===== src/rtl/jump_game_ctrl.sv =====
// Monster-jump game sequencer: button synchronisers, barrier tick scheduler with
// progressive speed-up, jump/crash FSM and 4-digit BCD score.
module jump_game_ctrl #(
   parameter logic [15:0] TICK_START    = 16'd50000,
   parameter logic [15:0] TICK_MIN      = 16'd10000,
   parameter logic [15:0] TICK_STEP     = 16'd2000,
   parameter int unsigned SPEEDUP_EVERY = 8,
   parameter int unsigned JUMP_TICKS    = 3,
   parameter int unsigned CRASH_HOLD    = 16
) (
   input  logic        clk,
   input  logic        rst,
   input  logic        btn_start,
   input  logic        btn_jump,
   input  logic        col,
   output logic        up,
   output logic        b_tick,
   output logic        scroll_en,
   output logic        game_over,
   output logic [1:0]  state,
   output logic [15:0] score
);

   localparam logic [1:0] ST_IDLE = 2'b00;
   localparam logic [1:0] ST_RUN  = 2'b01;
   localparam logic [1:0] ST_AIR  = 2'b10;
   localparam logic [1:0] ST_OVER = 2'b11;

   localparam int unsigned SPEED_W = $clog2(SPEEDUP_EVERY + 1);
   localparam int unsigned AIR_W   = $clog2(JUMP_TICKS + 1);
   localparam int unsigned HOLD_W  = $clog2(CRASH_HOLD + 1);

   localparam logic [SPEED_W-1:0] SPEED_LAST = SPEED_W'(SPEEDUP_EVERY - 1);
   localparam logic [AIR_W-1:0]   AIR_LOAD   = AIR_W'(JUMP_TICKS);
   localparam logic [HOLD_W-1:0]  HOLD_LOAD  = HOLD_W'(CRASH_HOLD);

   // Smallest period that can still take a full step without dropping below the floor
   localparam logic [16:0] STEP_FLOOR = {1'b0, TICK_MIN} + {1'b0, TICK_STEP};

   logic start_s1_q, start_s2_q, start_prev_q;
   logic jump_s1_q, jump_s2_q, jump_prev_q;
   logic start_evt, jump_evt;

   logic [1:0]         state_q, state_d;
   logic [15:0]        score_q, score_d;
   logic [15:0]        period_q, period_d;
   logic [15:0]        tick_cnt_q, tick_cnt_d;
   logic [AIR_W-1:0]   air_cnt_q, air_cnt_d;
   logic [HOLD_W-1:0]  hold_cnt_q, hold_cnt_d;
   logic [SPEED_W-1:0] speed_cnt_q, speed_cnt_d;
   logic               b_tick_q, b_tick_d;
   logic               up_q, scroll_en_q, game_over_q;

   logic        wrap;
   logic        tick;
   logic [15:0] period_dec;

   function automatic logic [15:0] bcd_inc(input logic [15:0] v);
      logic [15:0] r;
      logic        carry;
      r     = v;
      carry = 1'b1;
      for (int i = 0; i < 4; i++) begin
         if (carry) begin
            if (r[4*i +: 4] == 4'd9) begin
               r[4*i +: 4] = 4'd0;
            end else begin
               r[4*i +: 4] = r[4*i +: 4] + 4'd1;
               carry       = 1'b0;
            end
         end
      end
      return r;
   endfunction

   always_ff @(posedge clk or negedge rst) begin
      if (!rst) begin
         start_s1_q   <= 1'b0;
         start_s2_q   <= 1'b0;
         start_prev_q <= 1'b0;
         jump_s1_q    <= 1'b0;
         jump_s2_q    <= 1'b0;
         jump_prev_q  <= 1'b0;
      end else begin
         start_s1_q   <= btn_start;
         start_s2_q   <= start_s1_q;
         start_prev_q <= start_s2_q;
         jump_s1_q    <= btn_jump;
         jump_s2_q    <= jump_s1_q;
         jump_prev_q  <= jump_s2_q;
      end
   end

   assign start_evt = start_s2_q & ~start_prev_q;
   assign jump_evt  = jump_s2_q & ~jump_prev_q;

   assign wrap       = (tick_cnt_q == (period_q - 16'd1));
   assign tick       = wrap && ((state_q == ST_RUN) || (state_q == ST_AIR));
   assign period_dec = ({1'b0, period_q} >= STEP_FLOOR) ? (period_q - TICK_STEP) : TICK_MIN;

   always_comb begin
      state_d     = state_q;
      score_d     = score_q;
      period_d    = period_q;
      air_cnt_d   = air_cnt_q;
      hold_cnt_d  = hold_cnt_q;
      speed_cnt_d = speed_cnt_q;
      b_tick_d    = 1'b0;

      if (state_q == ST_IDLE) begin
         tick_cnt_d = '0;
      end else begin
         tick_cnt_d = wrap ? 16'd0 : (tick_cnt_q + 16'd1);
      end

      case (state_q)
         ST_IDLE: begin
            if (start_evt) begin
               state_d     = ST_RUN;
               score_d     = '0;
               tick_cnt_d  = '0;
               speed_cnt_d = '0;
               air_cnt_d   = '0;
               period_d    = TICK_START;
            end
         end
         ST_RUN, ST_AIR: begin
            if (col) begin
               // Collision wins over everything else happening this cycle
               state_d    = ST_OVER;
               hold_cnt_d = HOLD_LOAD;
            end else begin
               if (tick) begin
                  b_tick_d = 1'b1;
                  score_d  = bcd_inc(score_q);
                  if (speed_cnt_q == SPEED_LAST) begin
                     speed_cnt_d = '0;
                     period_d    = period_dec;
                  end else begin
                     speed_cnt_d = speed_cnt_q + 1'b1;
                  end
               end
               if (state_q == ST_RUN) begin
                  if (jump_evt) begin
                     state_d   = ST_AIR;
                     air_cnt_d = AIR_LOAD;
                  end
               end else if (tick) begin
                  if (air_cnt_q <= AIR_W'(1)) begin
                     state_d   = ST_RUN;
                     air_cnt_d = '0;
                  end else begin
                     air_cnt_d = air_cnt_q - 1'b1;
                  end
               end
            end
         end
         default: begin
            if (wrap && (hold_cnt_q != '0)) begin
               hold_cnt_d = hold_cnt_q - 1'b1;
            end
            if (start_evt && (hold_cnt_q == '0)) begin
               state_d     = ST_RUN;
               score_d     = '0;
               tick_cnt_d  = '0;
               speed_cnt_d = '0;
               air_cnt_d   = '0;
               period_d    = TICK_START;
            end
         end
      endcase
   end

   always_ff @(posedge clk or negedge rst) begin
      if (!rst) begin
         state_q     <= ST_IDLE;
         score_q     <= '0;
         period_q    <= TICK_START;
         tick_cnt_q  <= '0;
         air_cnt_q   <= '0;
         hold_cnt_q  <= '0;
         speed_cnt_q <= '0;
         b_tick_q    <= 1'b0;
         up_q        <= 1'b0;
         scroll_en_q <= 1'b0;
         game_over_q <= 1'b0;
      end else begin
         state_q     <= state_d;
         score_q     <= score_d;
         period_q    <= period_d;
         tick_cnt_q  <= tick_cnt_d;
         air_cnt_q   <= air_cnt_d;
         hold_cnt_q  <= hold_cnt_d;
         speed_cnt_q <= speed_cnt_d;
         b_tick_q    <= b_tick_d;
         up_q        <= (state_d == ST_AIR);
         scroll_en_q <= (state_d == ST_RUN) || (state_d == ST_AIR);
         game_over_q <= (state_d == ST_OVER);
      end
   end

   assign up        = up_q;
   assign b_tick    = b_tick_q;
   assign scroll_en = scroll_en_q;
   assign game_over = game_over_q;
   assign state     = state_q;
   assign score     = score_q;

endmodule

===== config.mk =====
export PLATFORM = sky130hd
export DESIGN_NAME = jump_game_ctrl
export DESIGN_NICKNAME = d
export VERILOG_FILES = /design/src/rtl/jump_game_ctrl.sv
export SDC_FILE = /design/constraint.sdc
export NUM_CORES = 1
export LEC_CHECK = 0
export CORE_MARGIN = 3
export CORE_UTILIZATION = 40
export DETAILED_ROUTE_END_ITERATION = 8
export GPL_TIMING_DRIVEN = 0
export PLACE_DENSITY = 0.61
export SLEW_MARGIN = 10
export SYNTH_ARGS = -nofsm -noshare
export SYNTH_HDL_FRONTEND = slang
export SYNTH_SLANG_ARGS = --single-unit

===== constraint.sdc =====
create_clock -name clk -period 3.9 [get_ports clk]
set_input_delay 0.975 -clock clk [delete_from_list [all_inputs] [get_ports clk]]
set_output_delay 0.975 -clock clk [all_outputs]
set_load 0.03 [all_outputs]

Word level (Yosys, flattened, before mapping)
Cells that the tools add are included.
Operators by class
  $add $sub $neg: 10
  multiply operators: 0
  divide/modulo/power cells: 0
  $lt $le $gt $ge: 2
  equal/unequal tests: 21
  shift-type cells: 0
  muxes and demuxes: 66
  bitwise gates (word level): 5
  reduce and logical (&&, ||, !) cells: 18
Operators by type and width (count)
  $mux 16: 14
  $pmux 16 s2: 3
  $mux 4: 12
  $mux 2: 14
  $reduce_and 5->1: 5
  $add 4x1->4 const B: 5
  $mux 1: 17
  $add 16x1->16 const B: 1
  $eq 16x16->1: 1
  $eq 4x4->1 const B: 4
  $ge 16x14->1 const B: 1
  $ne 2x2->1 const B: 8
  $sub 16x1->16 const B: 1
  $sub 16x11->16 const B: 1
  $mux 5: 2
  $pmux 5 s2: 1
  $pmux 2 s2: 2
  $pmux 4 s2: 1
  $eq 2x2->1 const B: 3
  $ne 3x3->1 const B: 2
  $logic_not 5->1: 1
  $reduce_bool 5->1: 1
  $sub 5x1->5 const B: 1
  $eq 2x1->1 const B: 2
  other kinds (13): 19
Word-level totals
  register bits: 71
  latch bits: 0
  memory bits (writable): 0
  memory bits (read-only): 0
  input bits: 5
  logic and storage cells: 142
  memories kept: 0

Depth between registers and ports, before layout
  word-level depth: 18
  gate-level depth with buffers: 14
  mapped depth without buffers: 11

Worst setup path before layout
Ideal clock, no wire load.
  kind: register to register
  start: register period_q[4]
  end: register scroll_en_q, in the netlist scroll_en
  setup time: 0.113 ns
  arrival: 2.923 ns
  data required time: 3.787 ns
  setup slack: 0.864 ns
  cell stages (with the launch flop): 13
  buffers on the path: 2
  clock period less this slack: 3.036 ns
  path through: dfstp_2 buf_6 inv_1 ha_1 clkbuf_1 nand3_1 mux2_2 nor3_1 nand3_1 or3_1 a221o_1 ha_1 inv_1
On the way
  cells in the longest elaborated chain, start to end: 9
  elaborated cells between the ends (all ways): 10
  those cells by class: 1 x add/sub; 3 x eq/ne; 4 x mux; 2 x reduce/logical
Ends and longest elaborated chain
  from (decl): RTL line 46  | logic [15:0] period_q, period_d;
  from (signal assigned): RTL line 190  | period_q <= period_d;
  $sub 16x1->16 *: RTL line 97  | assign wrap = (tick_cnt_q == (period_q - 16'd1));
  $eq 16x16->1 *: RTL line 97
  $logic_and 1x1->1 *: RTL line 98  | assign tick = wrap && ((state_q == ST_RUN) || (state_q == ST_AIR));
  $mux 2 *: RTL line 148  | end else if (tick) begin
  $mux 2 *: RTL line 143  | if (state_q == ST_RUN) begin
  $mux 2 *: RTL line 128  | if (col) begin
  $pmux 2 s2 *: RTL line 116  | case (state_q)
  $eq 2x1->1 or $eq 2x2->1 (tied branches): RTL line 197  | scroll_en_q <= (state_d == ST_RUN) || (state_d == ST_AIR);
  $logic_or 1x1->1 *: RTL line 197
  to (signal assigned): RTL line 197
  to (decl): RTL line 52  | logic up_q, scroll_en_q, game_over_q;
Mark *: on every way between the ends. The rest lies on a longest branch, timed or not.
A chain may end at the register's enable or synchronous reset.

Worst setup path after layout
Same ends and word-level chain as after synthesis.

==> results.tsv <==
stage	metric	value	unit
sta	RSZ-0062 raised after global routing	no	
power_and_ir_drop	Clk pwr share	16.5	%
worst_setup_path	FF-to-FF setup slack	0.34	ns
route	Via density	5.62	
worst_setup_path	critical-path cell list	buf_6, inv_1, ha_1, xor2_1, and3_1, o311ai_1, nor4_4, nand3_1, or3_1, a221o_1, ha_1, inv_1	
synth	ys flop type	dfrtp_1	
synth	top cells by area, synth	dfrtp_1 (37%), ha_1 (5.5%), nor2_1 (4.1%)	
power_and_ir_drop	Internal	1.86	mW
synth	fraction of registers with async set or reset after synthesis	100	%
final_layout	fin area	4760	µm²
floorplanning	Die X	107	µm
worst_setup_path	Worst setup endpoint	scroll_en	
global_route	GRT Overall Usage	19.1	%
sta	actual slew at the worst max-slew pin	0.649	ns
place	DPL Wire Length	7360	µm
global_route	first-pass GRT wire length	17500	µm
place	Placer Congestion	0.854	
clock_network	Post-CTS Setup Inserts	0	
clock_network	CTS sink count	67	
worst_setup_path	reg2reg start	period_q[4]	
worst_setup_path	reg2reg end	scroll_en	
synth	Yosys reg bits	67	
hold_path	Hold Crit Class	reg -> reg	
synth	fraction of synthesized cell area in xor and xnor cells	5.34	%
power_and_ir_drop	Comb power frac	56.7	%
final_layout	final net count	509	
sta	min Tclk post-route	3.56	ns
power_and_ir_drop	Pwr Density	781	nW/µm²
floorplanning	initial core utilization	41.6	%
route	Residual DRC	0	
sta	worst setup margin	0.340	ns
route	drt initial violations	211	
clock_network	worst-skew pair later-pin latency	0.37	ns
power_and_ir_drop	worst vdd ir	0.000407	V
flow_run	# Max-Cap Violations	0	
sta	slew margin rel.	56.3	%
synth	cell taking the most area after synthesis	dfrtp_1	
worst_setup_path	crit path max-delay cell type	dfstp_2	
floorplanning	CORE AREA	9860	µm²
synth	simple-gate portion of the synthesized area	22.3	%
worst_setup_path	Critical Path AT	3.82	ns
worst_setup_path	Setup Crit Path Kind	reg -> reg	
synth	Adder-Cell Fraction of Synth Area	5.49	%
place	dpl ws	0.187	ns
worst_setup_path	CP required	4.16	ns
synth	sequential fraction of the synthesis area	41.1	%
final_layout	Inserted Diodes	0	
power_and_ir_drop	part of the power in registers	26.8	%
sta	Slew Limit Fails	0	
sta	period utilization	91.3	%
route	final WL	10200	µm
route	routed wl met2	4780	µm
worst_setup_path	Worst Setup End Kind	flop	
clock_network	clock-pin transition on the worst setup and hold timing paths	0.08	ns
route	WL/cell	16.3	µm
final_layout	area grow syn2layout	16.0	%
floorplanning	Ports	27	
clock_network	CTS Buf Count	9	
clock_network	Bufs on Longest Clock Path	2	
synth	combinational family with the most area after synthesis	simple AND/OR/NAND/NOR gates	
synth	Post-Synthesis Cell Area	4100	µm²
synth	Post-Syn Area per Cell	9.15	µm²
power_and_ir_drop	Pleak	1.96	nW
global_route	initial antenna violation count	0	
clock_network	H-Tree Depth	3	
synth	Cells after Synth	448	
route	vias	3506	
synth	count of cell types in the netlist	61	
synth	multiplexer share of the synthesized area	2.41	%
synth	syn nets	471	
route	DR top layer	met4	
floorplanning	Die ar.	11500	µm²
place	port buffer count	26	
worst_setup_path	crit path launch	period_q[4]	
clock_network	CTS tree	yes	
worst_setup_path	CP max stage delay	0.53	ns
clock_network	root buf cell	clkbuf_8	
route	drt first pass iters	4	
power_and_ir_drop	Sw Ratio	49.8	%
final_layout	layout cell share with drive strength beyond 1	10.6	%
synth	post-synthesis compound-gate area fraction	17.9	%
power_and_ir_drop	Psw	1.85	mW
run_status	status	completed	
sta	Final Setup Violations	0	
sta	Peak Freq	281	MHz
power_and_ir_drop	Design Power	3.71	mW
worst_setup_path	Crit Path Max Fanout	7	
place	Cell Area, Placed	4550	µm²
sta	final hold violations	0	
synth	most common cell in the netlist	dfrtp_1	
final_layout	number of fillers in the final layout	929	
floorplanning	Die H	107	µm
route	met3 WL	399	µm
worst_setup_path	Startpoint Class	flop	
global_route	vias in the first global route	3605	
worst_setup_path	r2r worst-path depth	12	
synth	Synth top area share	37.2	%
sta	Final Skew	0.0209	ns
sta	hold_ws	0.361	ns
final_layout	Core Util, Final	48.2	%
global_route	largest net degree at the start of global routing	42	
synth	synth warn	0	
route	Metal-1 WL	4880	µm
synth	EDFF count, synth	0	
synth	Synth top cells by count	dfrtp_1 (61), nor2_1 (45), inv_1 (29)	
route	post-route ant nets	0	
floorplanning	cell row count	36	
global_route	GRT overflow	0	
[registers in the layout, indices dropped and copies added (netlist names)]
name and count:
state 2, jump_s2_q 1, scroll_en 1, b_tick 1, period_q 12, jump_prev_q 1
jump_s1_q 1, start_s2_q 1, hold_cnt_q 5, up 1, score 16, tick_cnt_q 16
air_cnt_q 2, game_over 1, speed_cnt_q 4, start_s1_q 1, start_prev_q 1
[stage by stage]
step / setup TNS, ns / instances
after floorplan: 0 / 448
after global placement: -30.80 / 607
after detailed placement: 0 / 608
after CTS: 0 / 624
after global routing: 0 / 624
final: 0 / 624
[cell families (layout without fill, tap and decap cells)]
group | Yosys count | count (layout)
adders and majority gates | 18 | 18
xor gates and xnor gates | 25 | 25
AOI/OAI and AO/OA | 103 | 103
buffers and inverters | 54 | 97
muxes | 9 | 9
and+or+nand+nor | 172 | 172
DFF | 67 | 67
[cell type report]
class                   count  area (µm²)  area share (%)
plain buffers              25         114            2.39
clock buffers               9         124            2.60
clock inverters             7        81.3            1.71
inverters                  29         109            2.29
multi-input cells         327        2200            46.3
flip-flops and latches     67        1680            35.4
well taps                 133         166            3.50
repair buffers             27         278            5.84
[layout by cell type, fill, tap and decap left out, types with 6 or more instances in the layout]
cell type	instances
clkbuf_1	16
xnor2_1	13
or3_1	7
nor3_1	13
nor2_1	45
clkdlybuf4s50_1	25
xor2_1	12
mux2_2	7
inv_1	29
o41ai_1	11
ha_1	18
dfrtp_1	61
o21ai_0	21
and3_1	12
nand2b_1	8
buf_2	7
clkbuf_8	9
o211ai_1	6
nand3b_1	8
nand2_1	27
dfstp_2	6
a21oi_1	14
nand3_1	25
o31ai_1	11
[worst min-delay path by stage]
| stage | slack [ns] | start | to | cells after the start |
|---|---|---|---|---|
| 6_report | 0.36 | jump_s1_q | jump_s2_q | 0 |
| 5_1_grt | 0.37 | start_s1_q | start_s2_q | 0 |
| 4_1_cts | 0.36 | jump_s1_q | jump_s2_q | 0 |
| 3_5_place_dp | 0.34 | jump_s1_q | jump_s2_q | 0 |
| 3_3_place_gp | 0.34 | jump_s1_q | jump_s2_q | 0 |
| 2_1_floorplan | 0.33 | jump_s1_q | jump_s2_q | 0 |
[power groups by stage]
stage               clock network, mW  registers [mW]  logic, mW
finish                          0.614           0.994       2.10
global route                    0.662            1.02       2.33
CTS                             0.629           0.993       2.09
detailed placement                  0            1.01       2.08
global placement                    0            1.00       2.05
floorplan                           0            1.09       1.37
[timing repair]
action                                  4_1_cts  5_1_grt
endpoints found under the setup margin        0        1
hold buffers                                  0        0
resized for setup                             0        1
[metal layers]
layer | track usage [%] | vias up
li1 | - | 1706
met2 | 31.1 | 76
met5 | 0 | -
met3 | 4.38 | 12
met1 | 25.1 | 1712
met4 | 6.39 | 0
[worst max-delay path: cells and delay by family (launching register included)]
kind / cells / cell delay [ns]
and+or+nand+nor: 4 / 1.44
adders and majority gates: 2 / 0.62
DFF: 1 / 0.53
AOI/OAI and AO/OA: 2 / 0.52
buffers and inverters: 3 / 0.21
xor gates and xnor gates: 1 / 0.14
(Power assumes the default switching activity.)
